**src/rtl/pc_redirect_ctrl_if.sv**
```systemverilog
// Branch/jump resolution inputs and fetch-redirect outputs of the PC redirect controller.
// The master modport is the pipeline side and the slave modport is the controller.
interface pc_redirect_ctrl_if #(
   parameter int CNT_W = 16
);
   logic             br_valid;
   logic             br_taken;
   logic [31:0]      br_target;
   logic             jmp_valid;
   logic [31:0]      jmp_target;
   logic             stall_in;
   logic [31:0]      branch_pc;
   logic             npc_control;
   logic             flush_if;
   logic             flush_dec;
   logic             flush_exec;
   logic             misalign_err;
   logic [CNT_W-1:0] redirect_cnt;

   modport master (
      output br_valid, br_taken, br_target, jmp_valid, jmp_target, stall_in,
      input  branch_pc, npc_control, flush_if, flush_dec, flush_exec,
             misalign_err, redirect_cnt
   );

   modport slave (
      input  br_valid, br_taken, br_target, jmp_valid, jmp_target, stall_in,
      output branch_pc, npc_control, flush_if, flush_dec, flush_exec,
             misalign_err, redirect_cnt
   );
endinterface

```
**src/rtl/pc_redirect_ctrl.sv**
```systemverilog
// PC redirect controller: Mem-stage branch/jump resolution to a one-cycle fetch redirect and flush, 1-cycle latency.
// stall_in defers resolution in IDLE and freezes the wrong-path shadow window; there is no other backpressure.
module pc_redirect_ctrl #(
   parameter int SHADOW_CYCLES = 3,
   parameter int CNT_W         = 16
) (
   input  logic                clk,
   input  logic                rst,
   pc_redirect_ctrl_if.slave   bus
);
   localparam int SC_W = $clog2(SHADOW_CYCLES + 1);

   typedef enum logic {IDLE, SHADOW} state_t;

   state_t           state_q, state_d;
   logic [SC_W-1:0]  sc_q, sc_d;
   logic             redirect_ev;
   logic [31:0]      sel_target;

   logic             npc_q;
   logic             flush_q;
   logic [31:0]      pc_q;
   logic             mis_q;
   logic [CNT_W-1:0] cnt_q;

   always_ff @(posedge clk or posedge rst) begin
      if (rst) begin
         state_q <= IDLE;
         sc_q    <= '0;
      end else begin
         state_q <= state_d;
         sc_q    <= sc_d;
      end
   end

   // Jump wins over a simultaneous branch; resolutions only count in IDLE.
   always_comb begin
      sel_target  = bus.jmp_valid ? bus.jmp_target : bus.br_target;
      redirect_ev = 1'b0;
      state_d     = state_q;
      sc_d        = sc_q;
      case (state_q)
         IDLE: begin
            if ((bus.jmp_valid | (bus.br_valid & bus.br_taken)) & ~bus.stall_in) begin
               redirect_ev = 1'b1;
               state_d     = SHADOW;
               sc_d        = SC_W'(SHADOW_CYCLES);
            end
         end
         SHADOW: begin
            if (!bus.stall_in) begin
               sc_d = sc_q - SC_W'(1);
               if (sc_q == SC_W'(1)) begin
                  state_d = IDLE;
               end
            end
         end
         default: state_d = IDLE;
      endcase
   end

   always_ff @(posedge clk or posedge rst) begin
      if (rst) begin
         npc_q   <= 1'b0;
         flush_q <= 1'b0;
         pc_q    <= 32'h0;
         mis_q   <= 1'b0;
         cnt_q   <= '0;
      end else begin
         npc_q   <= redirect_ev;
         flush_q <= redirect_ev;
         if (redirect_ev) begin
            pc_q <= {sel_target[31:2], 2'b00};
         end
         if (redirect_ev && (sel_target[1:0] != 2'b00)) begin
            mis_q <= 1'b1;
         end
         // Saturate rather than wrap so software never sees a small bogus count.
         if (redirect_ev && (cnt_q != {CNT_W{1'b1}})) begin
            cnt_q <= cnt_q + CNT_W'(1);
         end
      end
   end

   assign bus.npc_control  = npc_q;
   assign bus.flush_if     = flush_q;
   assign bus.flush_dec    = flush_q;
   assign bus.flush_exec   = flush_q;
   assign bus.branch_pc    = pc_q;
   assign bus.misalign_err = mis_q;
   assign bus.redirect_cnt = cnt_q;
endmodule

```
**src/flat_wrapper.sv**
```systemverilog
// flat-port wrapper written by rule: the top's interface ports become plain ports
module pc_redirect_ctrl_flat 
#(
   parameter int SHADOW_CYCLES = 3,
   parameter int CNT_W         = 16
)
  (clk, rst, bus_br_valid, bus_br_taken, bus_br_target, bus_jmp_valid, bus_jmp_target, bus_stall_in, bus_branch_pc, bus_npc_control, bus_flush_if, bus_flush_dec, bus_flush_exec, bus_misalign_err, bus_redirect_cnt);
  pc_redirect_ctrl_if #(.CNT_W(CNT_W)) bus_i ();
  input  logic clk;
  input  logic rst;
  input wire logic [$bits(bus_i.br_valid)-1:0] bus_br_valid;
  input wire logic [$bits(bus_i.br_taken)-1:0] bus_br_taken;
  input wire logic [$bits(bus_i.br_target)-1:0] bus_br_target;
  input wire logic [$bits(bus_i.jmp_valid)-1:0] bus_jmp_valid;
  input wire logic [$bits(bus_i.jmp_target)-1:0] bus_jmp_target;
  input wire logic [$bits(bus_i.stall_in)-1:0] bus_stall_in;
  output wire logic [$bits(bus_i.branch_pc)-1:0] bus_branch_pc;
  output wire logic [$bits(bus_i.npc_control)-1:0] bus_npc_control;
  output wire logic [$bits(bus_i.flush_if)-1:0] bus_flush_if;
  output wire logic [$bits(bus_i.flush_dec)-1:0] bus_flush_dec;
  output wire logic [$bits(bus_i.flush_exec)-1:0] bus_flush_exec;
  output wire logic [$bits(bus_i.misalign_err)-1:0] bus_misalign_err;
  output wire logic [$bits(bus_i.redirect_cnt)-1:0] bus_redirect_cnt;
  assign bus_i.br_valid = bus_br_valid;
  assign bus_i.br_taken = bus_br_taken;
  assign bus_i.br_target = bus_br_target;
  assign bus_i.jmp_valid = bus_jmp_valid;
  assign bus_i.jmp_target = bus_jmp_target;
  assign bus_i.stall_in = bus_stall_in;
  assign bus_branch_pc = bus_i.branch_pc;
  assign bus_npc_control = bus_i.npc_control;
  assign bus_flush_if = bus_i.flush_if;
  assign bus_flush_dec = bus_i.flush_dec;
  assign bus_flush_exec = bus_i.flush_exec;
  assign bus_misalign_err = bus_i.misalign_err;
  assign bus_redirect_cnt = bus_i.redirect_cnt;
  pc_redirect_ctrl #(.SHADOW_CYCLES(SHADOW_CYCLES), .CNT_W(CNT_W)) u_core (.clk(clk), .rst(rst), .bus(bus_i));
endmodule
```
**config.mk**
```make
export PLATFORM = sky130hd
export DESIGN_NAME = pc_redirect_ctrl_flat
export DESIGN_NICKNAME = d
export VERILOG_FILES = /design/src/rtl/pc_redirect_ctrl_if.sv /design/src/rtl/pc_redirect_ctrl.sv /design/src/flat_wrapper.sv
export SDC_FILE = /design/constraint.sdc
export NUM_CORES = 1
export LEC_CHECK = 0
export BUFFER_PORTS_ARGS = -buffer_cell sky130_fd_sc_hd__clkbuf_2
export CORE_UTILIZATION = 41
export CTS_BUF_LIST = sky130_fd_sc_hd__clkbuf_16
export CTS_CLUSTER_SIZE = 16
export DETAILED_ROUTE_END_ITERATION = 8
export PLACE_DENSITY = 0.85
export SLEW_MARGIN = 30
export SYNTH_ARGS = -nofsm -noshare
export SYNTH_HDL_FRONTEND = slang
export SYNTH_SLANG_ARGS = --single-unit
export TNS_END_PERCENT = 20
```
**constraint.sdc**
```tcl
create_clock -name clk -period 1.5 [get_ports clk]
set_input_delay 0.375 -clock clk [delete_from_list [all_inputs] [get_ports clk]]
set_output_delay 0.375 -clock clk [all_outputs]
set_load 0.01 [all_outputs]
```
==> metrics.txt <==
status complete, but fails checks; failing checks setup timing; Mapped Cells 234; largest area contributor in the netlist dfrtp_1; DRT Pass-1 Iters 4; nets@finish approximately 460; Avg WL per Cell 14.0 um; Unique masters post-synth 38; post-route clock period utilization 108%; synthesized cell area about 2500 um2; final slew viol count 0; Critical Path End Type register; CTS Hold Buffers Added 0; Worst path slowest cell dfrtp_1; most used cell along the critical path buf_4; antenna cell count 0; crit path setup slack, layout -0.120 ns; Core Area between 5000 and 6000 um2; Pwr Density approximately 1400 nW/um2; final wirelength between 6 and 7 mm; Worst-Skew Late Latency 0.28 ns; DIE AREA 6330 um2; Synth Area per Inst 10.5 um2; GRT Util Overall 19.9%; yosys warns 0; placed cells 444; Root Driver clkbuf_16; Sink Count 51; Seq/Total Area, Yosys 51.8%; Initial DRC Count 61; drt drc 0; Arrival @ worst endpoint roughly 1.8 ns; share of cells above drive strength 1 50.3%; row cnt 27; CP required 1.70 ns; clk buf depth 2; via count 2,255; Min Hold Slack about 0.15 ns; Reg2Reg Launch Point u_core.bus.redirect_cnt[1]$_DFFE_PP0P_; pin count of the biggest net entering global routing 52; RSZ-0062 raised after global routing yes; VDD IR max 0.892 mV; CTS buffer count 5; Pleak 1.99 nW; Final setup violation count 11; ys flop type dfrtp_1; Crit. Startpoint u_core.bus.redirect_cnt[1]$_DFFE_PP0P_; final hold violation count 0; WS Path Type register to register; initial antenna violation count 0; area grow syn2layout 50.3%; pre-CTS WS -0.208 ns; ys async rst share 100%; CP Max Fanout 5; PortBufs 120; Post-synth EDFFs 0; Hold Path Class input port to async pin; TritonCTS clock tree yes; fin crit period 1.62 ns; max incr delay on CP 0.38 ns; number of synthesized register bits 51; vias in the first global route 2,171; max cap viols 0; Final ANT Viol Nets 0; top-area cell type share of the netlist area 51.8%; Fillers 471; final RePlAce weighted congestion between 0.7 and 0.8; delay-heaviest family, CP buffers and inverters; Detail Placement HPWL 4.62 mm; Synth area leaders dfrtp_1 (52%), mux2i_1 (12%), o21ai_0 (6.3%); first-pass GRT wire length 9.67 mm; Post-synth top cells dfrtp_1 (51), nand2_1 (35), o21ai_0 (31); Worst-path clk slew 0.06 ns; post-DR vias/cell 4.90; # IOs 123; worst path bufs/invs 3; setup TNS -0.496 ns; Overflow after GRT 0; Setup crit start kind register; fmax approximately 620 MHz; Die W a little under 80 um; die height 79.6 um; Worst Skew 0.00764 ns; cells along the critical path buf_4 > ha_4 > nand3_4 > nor4_4 > buf_6 > buf_4 > nor3_1 > xor2_1; non-filler cells in the finished layout 460; top-count cell post-synth dfrtp_1; htree depth 2; Initial Util 43.7%
[per-stage QoR]
| step | util (%) | instance area (um2) | power [mW] |
|---|---|---|---|
| after floorplan | - | 2480 | 3.10 |
| after global placement | 59.6 | 3360 | 3.92 |
| after detailed placement | 59.6 | 3360 | 4.03 |
| after CTS | 63.9 | 3610 | 5.18 |
| after global routing | 65.7 | 3710 | 5.64 |
| final | 65.7 | 3710 | 5.25 |
[registers in the layout, indices dropped and copies added, names as in the netlist]
register,flops
u_core.bus.redirect_cnt,16
u_core.sc_q,2
u_core.bus.npc_control,1
u_core.bus.misalign_err,1
u_core.bus.branch_pc,30
u_core.state_q,1
[placed cells by master, fill, tap and decap left out, types with 5 or more instances in the layout]
cell type / instances
buf_4: 38
xor2_1: 10
nand3_1: 5
o21ai_0: 31
mux2i_1: 30
nand2_1: 35
clkbuf_2: 120
clkbuf_16: 5
dfrtp_1: 46
dfrtp_2: 5
inv_1: 6
nor4_4: 6
[power breakdown]
part | switching [mW] | internal, mW | total (mW)
registers | 0.327 | 1.88 | 2.21
logic | 1.04 | 0.948 | 1.99
clock network | 0.452 | 0.603 | 1.06
[path summary, 6_finish.rpt]
check / end / slack [ns] / cells after the start
setup / recovery: u_core.bus.redirect_cnt[4]$_DFFE_PP0P_ / -0.12 / 8
hold / removal: u_core.bus.branch_pc[21]$_DFFE_PP0P_ / 0.15 / 3
setup reg to reg: u_core.bus.redirect_cnt[4]$_DFFE_PP0P_ / -0.12 / 8
hold reg to reg: u_core.bus.misalign_err$_DFFE_PP0P_ / 0.47 / 1
max in group asynchronous: u_core.bus.redirect_cnt[5]$_DFFE_PP0P_ / 1.10 / 3
min in group clk: u_core.bus.branch_pc[12]$_DFFE_PP0P_ / 0.38 / 3
[layer usage]
metal | global-route usage, % | wire length [um] | vias to the layer above
met5 | 0 | 0 | -
met4 | 6.73 | 97 | 0
met3 | 2.97 | 274 | 10
met2 | 36.6 | 3460 | 86
met1 | 23.2 | 2610 | 1050
li1 | - | - | 1109
[final cells by class]
| cell class | count | area, um2 | share of cell area (%) |
|---|---|---|---|
| inverter | 5 | 22.5 | 0.608 |
| tap | 72 | 90.1 | 2.43 |
| multi-input combinational | 162 | 1220 | 33.1 |
| clock inverter | 3 | 12.5 | 0.338 |
| timing repair buffer | 162 | 948 | 25.6 |
| sequential | 51 | 1280 | 34.6 |
| clock buffer | 5 | 125 | 3.38 |
[worst register-to-register path, cell delays in order (launching register included)]
cell and delay, ns:
dfrtp_1 0.38, buf_4 0.14, ha_4 0.16, nand3_4 0.11
nor4_4 0.06, buf_6 0.14, buf_4 0.15, nor3_1 0.22
xor2_1 0.18
[cells by family after synthesis]
family	Yosys count	share of synthesized area, %
multiplexers	31	12.8
other	1	0.152
AO/OA/AOI/OAI	39	8.42
adder cells (fa/ha/maj)	2	1.01
XOR/XNOR	14	4.97
flip-flops	51	51.8
AND/OR/NAND/NOR	74	16.4
buffers and inverters	22	4.52
[what timing repair did]
item,4_1_cts,5_1_grt
gates resized for setup,14,14
gates cloned,0,1
endpoints found under the setup margin,38,31
setup buffers,4,3
pin swaps,3,10
No activity file was read; power rests on OpenSTA's default activity.
